`src/rtl/booth_radix4_mul.sv`:
```
// ---------------------------------------------------------------------------
// booth_radix4_mul
//   Sequential radix-4 (modified) Booth multiplier. Both operands arrive on
//   the shared ibus: the multiplicand with bgn, the multiplier one cycle
//   later. W/2 add/shift iterations follow. The 2W-bit product then leaves
//   on obus, low word first and high word second.
//
//   Optional feature macro: BOOTH_UNSIGNED_EN
//     When it is defined, the sgn port is added. sgn is captured with bgn.
//     sgn=0 selects unsigned operands, which take one extra iteration.
//     sgn=1 gives the same behaviour as the default build.
//
// Ports
//   clk   in   1  rising-edge clock
//   rst   in   1  synchronous active-high reset
//   bgn   in   1  start request, sampled only when idle
//   sgn   in   1  signed(1)/unsigned(0) select; only with BOOTH_UNSIGNED_EN
//   ibus  in   W  operand bus (multiplicand on bgn cycle, multiplier next)
//   obus  out  W  product bus: low word, then high word, otherwise 0
//   stop  out  1  high during the high-word cycle
//   busy  out  1  high while an operation is in flight
// ---------------------------------------------------------------------------
module booth_radix4_mul #(
  parameter int W = 8
) (
  input  logic         clk,
  input  logic         rst,
  input  logic         bgn,
`ifdef BOOTH_UNSIGNED_EN
  input  logic         sgn,
`endif
  input  logic [W-1:0] ibus,
  output logic [W-1:0] obus,
  output logic         stop,
  output logic         busy
);

  if (((W % 2) != 0) || (W < 4)) begin : g_bad_width
    $error("booth_radix4_mul: W must be even and >= 4");
  end

  // A carries two guard bits so that +-2M never overflows.
  localparam int AW = W + 2;
`ifdef BOOTH_UNSIGNED_EN
  // The multiplier is widened so an unsigned operand can be zero-extended.
  localparam int QW = W + 2;
`else
  localparam int QW = W;
`endif
  localparam int CW = $clog2(W / 2 + 1);
  localparam logic [CW-1:0] LAST_SGN = CW'(W / 2 - 1);
  localparam logic [CW-1:0] LAST_UNS = CW'(W / 2);

  typedef enum logic [2:0] {
    S_IDLE   = 3'd0,
    S_LOAD_Y = 3'd1,
    S_CALC   = 3'd2,
    S_OUT_LO = 3'd3,
    S_OUT_HI = 3'd4
  } state_t;

  // Radix-4 Booth recoding of {Q[1],Q[0],q_m1} into a partial-product term.
  function automatic logic [AW-1:0] booth_term(input logic [2:0] bits,
                                               input logic [AW-1:0] m);
    logic [AW-1:0] m2;
    m2 = {m[AW-2:0], 1'b0};
    case (bits)
      3'b001, 3'b010: booth_term = m;
      3'b011:         booth_term = m2;
      3'b100:         booth_term = -m2;
      3'b101, 3'b110: booth_term = -m;
      default:        booth_term = {AW{1'b0}};  // 000 / 111
    endcase
  endfunction

  state_t         state_r;
  logic [AW-1:0]  a_r;
  logic [QW-1:0]  q_r;
  logic [AW-1:0]  m_r;
  logic [CW-1:0]  cnt_r;
  logic           qm1_r;
  logic [W-1:0]   obus_r;
  logic           stop_r;
  logic           busy_r;
`ifdef BOOTH_UNSIGNED_EN
  logic           sgn_r;
`endif

  logic [AW-1:0]  term_s;
  logic [AW:0]    sum_s;
  logic [AW-1:0]  a_nxt_s;
  logic [QW-1:0]  q_nxt_s;
  logic [W-1:0]   lo_s;
  logic [W-1:0]   hi_s;
  logic [CW-1:0]  last_s;

  // One Booth step plus product-word selection for the active mode.
  always_comb begin
    term_s  = booth_term({q_r[1:0], qm1_r}, m_r);
    // The sum is one bit wider than A, so the arithmetic shift always sees the true sign.
    sum_s   = {a_r[AW-1], a_r} + {term_s[AW-1], term_s};
    a_nxt_s = {sum_s[AW], sum_s[AW:2]};
    q_nxt_s = {sum_s[1:0], q_r[QW-1:2]};
`ifdef BOOTH_UNSIGNED_EN
    if (sgn_r) begin
      // W shifts leave the low product word in the top W bits of the wide Q.
      lo_s   = q_r[W+1:2];
      hi_s   = a_r[W-1:0];
      last_s = LAST_SGN;
    end else begin
      lo_s   = q_r[W-1:0];
      hi_s   = {a_r[W-3:0], q_r[W+1:W]};
      last_s = LAST_UNS;
    end
`else
    lo_s   = q_r;
    hi_s   = a_r[W-1:0];
    last_s = LAST_SGN;
`endif
  end

  // Control FSM, datapath registers, and outputs registered from the current state.
  always_ff @(posedge clk) begin
    if (rst) begin
      state_r <= S_IDLE;
      a_r     <= {AW{1'b0}};
      q_r     <= {QW{1'b0}};
      m_r     <= {AW{1'b0}};
      cnt_r   <= {CW{1'b0}};
      qm1_r   <= 1'b0;
      obus_r  <= {W{1'b0}};
      stop_r  <= 1'b0;
      busy_r  <= 1'b0;
`ifdef BOOTH_UNSIGNED_EN
      sgn_r   <= 1'b1;
`endif
    end else begin
      obus_r <= (state_r == S_OUT_LO) ? lo_s :
                (state_r == S_OUT_HI) ? hi_s : {W{1'b0}};
      stop_r <= (state_r == S_OUT_HI);
      busy_r <= (state_r != S_IDLE);
      case (state_r)
        S_IDLE: begin
          if (bgn) begin
`ifdef BOOTH_UNSIGNED_EN
            sgn_r <= sgn;
            m_r   <= sgn ? {{2{ibus[W-1]}}, ibus} : {2'b00, ibus};
`else
            m_r   <= {{2{ibus[W-1]}}, ibus};
`endif
            state_r <= S_LOAD_Y;
          end else begin
            state_r <= S_IDLE;
          end
        end
        S_LOAD_Y: begin
`ifdef BOOTH_UNSIGNED_EN
          q_r <= sgn_r ? {{2{ibus[W-1]}}, ibus} : {2'b00, ibus};
`else
          q_r <= ibus;
`endif
          a_r     <= {AW{1'b0}};
          qm1_r   <= 1'b0;
          cnt_r   <= {CW{1'b0}};
          state_r <= S_CALC;
        end
        S_CALC: begin
          a_r   <= a_nxt_s;
          q_r   <= q_nxt_s;
          qm1_r <= q_r[1];
          cnt_r <= cnt_r + {{(CW-1){1'b0}}, 1'b1};
          if (cnt_r == last_s) begin
            state_r <= S_OUT_LO;
          end else begin
            state_r <= S_CALC;
          end
        end
        S_OUT_LO: state_r <= S_OUT_HI;
        S_OUT_HI: state_r <= S_IDLE;
        default:  state_r <= S_IDLE;
      endcase
    end
  end

  assign obus = obus_r;
  assign stop = stop_r;
  assign busy = busy_r;

endmodule

```
`config.mk`:
```
export PLATFORM = sky130hd
export DESIGN_NAME = booth_radix4_mul
export DESIGN_NICKNAME = d
export VERILOG_FILES = /design/src/rtl/booth_radix4_mul.sv
export SDC_FILE = /design/constraint.sdc
export NUM_CORES = 1
export LEC_CHECK = 0
export ABC_CLOCK_PERIOD_IN_PS = 3500
export CAP_MARGIN = 0
export CORE_MARGIN = 2
export CORE_UTILIZATION = 58
export CTS_CLUSTER_SIZE = 25
export DETAILED_ROUTE_END_ITERATION = 7
export PLACE_DENSITY_LB_ADDON = 0.25
export SETUP_SLACK_MARGIN = 0.1
export SLEW_MARGIN = 20
export SYNTH_ARGS = -nofsm -noshare
export SYNTH_HDL_FRONTEND = slang
export SYNTH_SLANG_ARGS = --single-unit
```
`constraint.sdc`:
```
create_clock -name clk -period 3.5 [get_ports clk]
set_clock_uncertainty 0.2 [all_clocks]
set_input_delay 0.7 -clock clk [delete_from_list [all_inputs] [get_ports clk]]
set_output_delay 0.7 -clock clk [all_outputs]
set_load 0.03 [all_outputs]
```
==> results.yml, run 1 <==
critical_path:
  critPathMaxFanout: 6
  cp-end-kind: "register"
  crit_top_cell: "ha_1"
  worstSetupPathType: "reg -> reg"
  crit_cells: 12
  reg2regPathDepth: 12
  critical_path.top_delay_family: "compound AO/OA/AOI/OAI gates"
  cp.arrival_ns: 3.20
  crit_buf_inv: 1
  critical-path-slowest-cell: "or3b_2"
  required_ns: 3.49
  slowest_delay_ns: 0.48
  cp_cell_sequence: "inv_1 > ha_1 > or3b_2 > nand2_1 > xnor2_1 > a22oi_1 > o211ai_1 > ha_1 > nand4_1 > a211oi_1 > o21ai_0 > a32o_1"
  start_kind: "register"
clock_network:
  h-tree-depth: 2
  worstSkewPairLatency_ns: 0.29
  root_buffer: "clkbuf_8"
  cts_tree: "done"
  clkTransAtPathRegs_ns: 0.08
  hold_buffers: 0
  clk_path_buf_depth: 2
  post_cts_buffers: 0
  clock-sinks: 42
  cts_buffers: 5
  ctsResizeCount: 0
floorplanning:
  rows: 23
  core-area_sq_um: 4058
  initial_utilization_pct: 60.90
  die_h_um: 69.27
  fp.dieW_um: 69.27
  io_pins: 21
  die_area_sq_um: 4798
timing:
  min_period_over_period_pct: 91.68
  drv_slew: 0
  timing.final.hold_violations: 0
  setup_viol: 0
  rsz0062_at_grt: "no"
  fin_hold_ws_ns: 0.2794
  maxSlewHeadroom_pct: 45.52
  fin_tns_setup_ns: 0
  post-route-min-period_ns: 3.209
  clock.fmax_mhz: 311.7
  worstMarginPinSlew_ns: 0.8163
logic_synthesis:
  synth_flop_cell: "dfxtp_1"
  synth_area_sq_um: 2471
  synth_area_leader_cell: "dfxtp_1"
  ys_ff_latch: 42
  synth_cells: 295
  synth_edf_count: 0
  yosysWarningCount: 0
  synth_commonest_cells: "dfxtp_1 (42), nand2_1 (42), a21oi_1 (24), nor2_1 (24), o21ai_0 (18)"
  ys_types: 51
  syn_avg_cell_area_sq_um: 8.377
  synthArstFlopShare_pct: 0
  synth_fp_nets: 320
  yosysSeqAreaShare_pct: 34.03
  yosys.area.top_type_share_pct: 34.03
  ys_top_cells_by_area: "dfxtp_1 (34%), ha_1 (6.6%), nand2_1 (6.4%), a21oi_1 (4.9%), mux2i_1 (4.1%)"
pwr:
  peakVddDrop_v: 0.0003294
  p_per_area_nw_per_um2: 450.2
  power_leakage_uw: 0.001082
routing:
  vias: 2222
  drc: 0
  drt-initial-drc-count: 310
  wirelength_um: 6018
  ant_nets: 0
  wl_per_cell_um: 16.53
  dr.pass1.iters: 4
  routed_via_density: 6.104
final_layout:
  fill_cells: 322
  fin_cells: 364
  finish.instance_area_sq_um: 2803
  drive_gt1_share_pct: 8.280
  antenna_cells: 0
  postLayoutCoreUtil_pct: 69.07
  area_growth_syn_to_layout_pct: 13.42
  nNetsFinal: 338
global_route:
  overflow: 0
  grt_pass1_vias: 1989
  grt_use_total_pct: 25.06
  grt_pass1_wl_um: 9749
  antenna_found_initial: 0
  grt_max_degree: 20
placed_design:
  dpl_cell_area_sq_um: 2684
  portBuffers: 20
  place.gp.congestion: 0.9000
  dp_hpwl_um: 4433
  numPlacedInstances: 356
worst_hold_path:
  min_path_cells: 1
  min_path_type: "reg -> reg"
status:
  status: "finished clean"
run:
  drv_cap: 0
==> metal layers <==
layer,vias up,global-route usage [%],part of all wire (%)
met5,-,0,0
met4,0,6.972,1.2
met3,10,3.924,6.1
met2,74,37.07,45
met1,1046,37.58,48
li1,1092,-,-
==> kinds of logic (layout without fill, tap and decap cells) <==
logic type,count (synthesis),in the layout,synth area share [%]
and+or+nand+nor,111,111,23.34
AOI/OAI and AO/OA,80,80,20.76
DFF,42,42,34.03
buffers and inverters,25,44,5.823
adders and majority gates,14,14,7.393
xor gates and xnor gates,13,13,4.608
muxes,10,10,4.051
==> report_power, final <==
group	total [uW]	internal, uW	switching, uW
combinational	319	138	181
sequential	556	508	47.9
clock	387	213	174
==> placed cells by master (no fill, tap or decap), drive strengths merged, types with 2 or more instances in the layout <==
master          n
o21ai          18
dfxtp          42
and2b           2
a32oi           2
mux2i          10
a22o            8
xnor2           5
nor3           10
nand2          42
a22oi           6
and3            3
nor2           24
ha             13
or4             2
nor4b           3
a21o            2
a21oi          24
nand3           4
inv             7
nor2b           2
buf             9
a211oi         11
xor2            8
nor3b           3
nand3b          3
clkdlybuf4s50  20
or3             2
o211ai          3
clkbuf          6
nand2b          6
==> cell type report <==
type / count / area [sq um] / share of cell area (%)
Tap cell: 50 / 62.56 / 2.232
Clock inverter: 2 / 37.54 / 1.339
Timing Repair Buffer: 29 / 267.8 / 9.554
Multi-Input combinational cell: 228 / 1495 / 53.35
Clock buffer: 6 / 72.57 / 2.589
Inverter: 7 / 26.28 / 0.9375
Sequential cell: 42 / 840.8 / 30.00
==> state kept, by name, summed over array words and instances (netlist names) <==
register	cells
m_r	8
state_r	3
busy	1
lo_s	8
stop	1
qm1_r	1
a_r	9
obus	8
cnt_r	3
==> per-stage QoR <==
step                total power (uW)  worst slack [ns]
finish                          1262            0.2913
global placement               867.7            0.3985
floorplan                      793.3            0.4035
detailed placement             877.8            0.2398
CTS                             1257            0.2273
global route                    1317            0.1238
==> final timing paths <==
path | startpoint | to | slack (ns)
worst max-delay path | m_r[0] | a_r[7] | 0.29
worst min-delay path | cnt_r[0] | cnt_r[0] | 0.28
worst max register to register | m_r[0] | a_r[7] | 0.29
worst min register to register | cnt_r[0] | cnt_r[0] | 0.28
(Power assumes the default switching activity.)
==> run 2, diff against run 1 <==
Settings changed: ABC_AREA set to 1, CORE_UTILIZATION 58 to 57, CTS_CLUSTER_SIZE 25 to 30.
==> run 2 against run 1 <==
- worst hold slack lost 0.0094 ns
- non-clock buffer count fell by 8
- highest routed layer unchanged
- cell area shrank 2.4%
- critical path depth is the same
- power fell by 8.4%
- wire length down 8.2%
- largest power group unchanged
- worst setup slack better by 0.44 ns
- sequential cell count is the same
- combinational power is 22% lower
==> results.yml, run 2 <==
pwr:
  fin_total_pwr_uw: 1155
  p_per_area_nw_per_um2: 422.4
  peakVddDrop_v: 0.0003076
  power_leakage_uw: 0.001225
routing:
  routed_via_density: 5.666
  drt-initial-drc-count: 176
  drc: 0
  wirelength_um: 5523
  wl_per_cell_um: 13.37
  dr.max_layer_used: "met4"
  route.met2.wl_um: 2499
  dr.pass1.iters: 5
  wl_met3_um: 405
  vias: 2340
  wl_met1_um: 2467
  ant_nets: 0
timing:
  clock.fmax_mhz: 361.6
  fin_hold_ws_ns: 0.2700
  fin_tns_setup_ns: 0
  drv_slew: 0
  setup_viol: 0
  min_period_over_period_pct: 79.02
  post-route-min-period_ns: 2.766
  timing.final.hold_violations: 0
  maxSlewHeadroom_pct: 41.91
  setup_slack_ns: 0.7342
  worstMarginPinSlew_ns: 0.8704
  rsz0062_at_grt: "no"
placed_design:
  portBuffers: 20
  place.gp.congestion: 0.8811
  dp_hpwl_um: 4215
  pre_cts_ws_ns: 0.7935
critical_path:
  critPathMaxFanout: 6
  start_kind: "register"
  cp-end-kind: "register"
  required_ns: 3.48
  worstSetupPathType: "reg -> reg"
  cp.arrival_ns: 2.75
logic_synthesis:
  synth_area_leader_cell: "dfxtp_1"
  synth.most_common_cell: "nand2_1"
  synth_edf_count: 0
  synth_commonest_cells: "nand2_1 (90), dfxtp_1 (42), inv_1 (37)"
  synth_cells: 342
  ys_types: 37
  yosysSeqAreaShare_pct: 34.82
  syn_avg_cell_area_sq_um: 7.061
  synth_area_sq_um: 2415
  yosysWarningCount: 0
  ys_top_cells_by_area: "dfxtp_1 (35%), nand2_1 (14%), ha_1 (6.7%), a21oi_1 (6.6%), inv_1 (5.8%)"
  ys_ff_latch: 42
  synthArstFlopShare_pct: 0
  yosys.area.top_type_share_pct: 34.82
  synth_fp_nets: 367
  synth_flop_cell: "dfxtp_1"
floorplanning:
  fp.dieW_um: 69.09
  die_h_um: 69.09
  core-area_sq_um: 4029
  die_area_sq_um: 4773
  rows: 23
  io_pins: 21
  initial_utilization_pct: 59.94
status:
  status: "finished clean"
clock_network:
  post_cts_buffers: 0
  worstSkewPairLatency_ns: 0.29
  ctsResizeCount: 0
  root_buffer: "clkbuf_8"
  clkTransAtPathRegs_ns: 0.08
  cts_tree: "done"
  clock-sinks: 42
  clk_path_buf_depth: 2
  cts_buffers: 5
  hold_buffers: 0
  h-tree-depth: 2
final_layout:
  antenna_cells: 0
  layout_common_cells: "nand2_1 (90), dfxtp_1 (42), inv_1 (37)"
  largest-register: "a_r"
  drive_gt1_share_pct: 6.336
  layout_commonest_cell: "nand2_1"
  postLayoutCoreUtil_pct: 67.89
  area_growth_syn_to_layout_pct: 13.26
  largest_reg_flops: 9
  nNetsFinal: 387
worst_hold_path:
  min_path_type: "reg -> reg"
global_route:
  grt_pass1_vias: 2149
  grt_max_degree: 22
  overflow: 0
  grt_pass1_wl_um: 9735
  grt_use_total_pct: 25.05
  antenna_found_initial: 0
run:
  drv_cap: 0
-- run 2: cell count changes in the layout (fill, tap and decap cells not counted), moves of 5 or more --
cell	delta
mux2i_1	-10
inv_1	+30
a21oi_1	+9
nor3_1	-9
nand2b_1	-6
a22oi_1	-5
buf_4	-8
a211oi_1	-10
a31oi_1	+6
inv_2	+5
nand2_1	+48
nand3_1	+23
xor2_1	-5
-- run 2: metal layers --
metal	up-vias	GRT usage, %
met2	91	38.14
li1	1176	-
met1	1055	33.00
met5	-	0
met4	0	12.64
met3	18	6.140
-- run 2: stage by stage --
stage,cell area (sq um),std cells
final,2735,413
after global routing,2735,413
after CTS,2735,413
after detailed placement,2626,405
after global placement,2626,405
after floorplan,2415,342
-- run 2: power by group --
| group | switching, uW | internal [uW] | total (uW) |
|---|---|---|---|
| Combinational | 160 | 90.1 | 250 |
| Clock | 164 | 210 | 374 |
| Sequential | 25.5 | 506 | 531 |
-- run 2: path summary, 6_finish.rpt --
check                start  endpoint  slack [ns]  cells past startpoint
hold / removal    cnt_r[0]  cnt_r[0]        0.27                      1
hold reg to reg   cnt_r[0]  cnt_r[0]        0.27                      1
setup / recovery   lo_s[0]    a_r[2]        0.73                     12
setup reg to reg   lo_s[0]    a_r[2]        0.73                     12
-- run 2: cell type report --
class / instances / area, sq um
multi-input combinational: 250 / 1358
fill: 359 / 1294
sequential: 42 / 840.8
timing repair buffer: 21 / 207.7
inverter: 42 / 157.7
clock buffer: 5 / 68.82
tap: 50 / 62.56
clock inverter: 3 / 40.04
-- run 2: critical path: stages, from the launching register on --
cell and delay (ns):
dfxtp_1 0.35, nor2_1 0.25, nor2_1 0.10, nand2_1 0.13, inv_1 0.13, a22oi_1 0.17
o221ai_1 0.19, ha_1 0.41, nand3_1 0.12, nand3_1 0.14, or2_2 0.30, nand3_1 0.08
a21oi_1 0.08
-- run 2: cell families (layout without fill, tap and decap cells) --
family / Yosys count / in the layout / synth area share [%]
compound gates: 74 / 74 / 17.93
xor+xnor: 5 / 5 / 1.814
flops: 42 / 42 / 34.82
simple gates: 157 / 157 / 28.91
fa+ha+maj: 14 / 14 / 7.565
buf+inv: 50 / 71 / 8.963
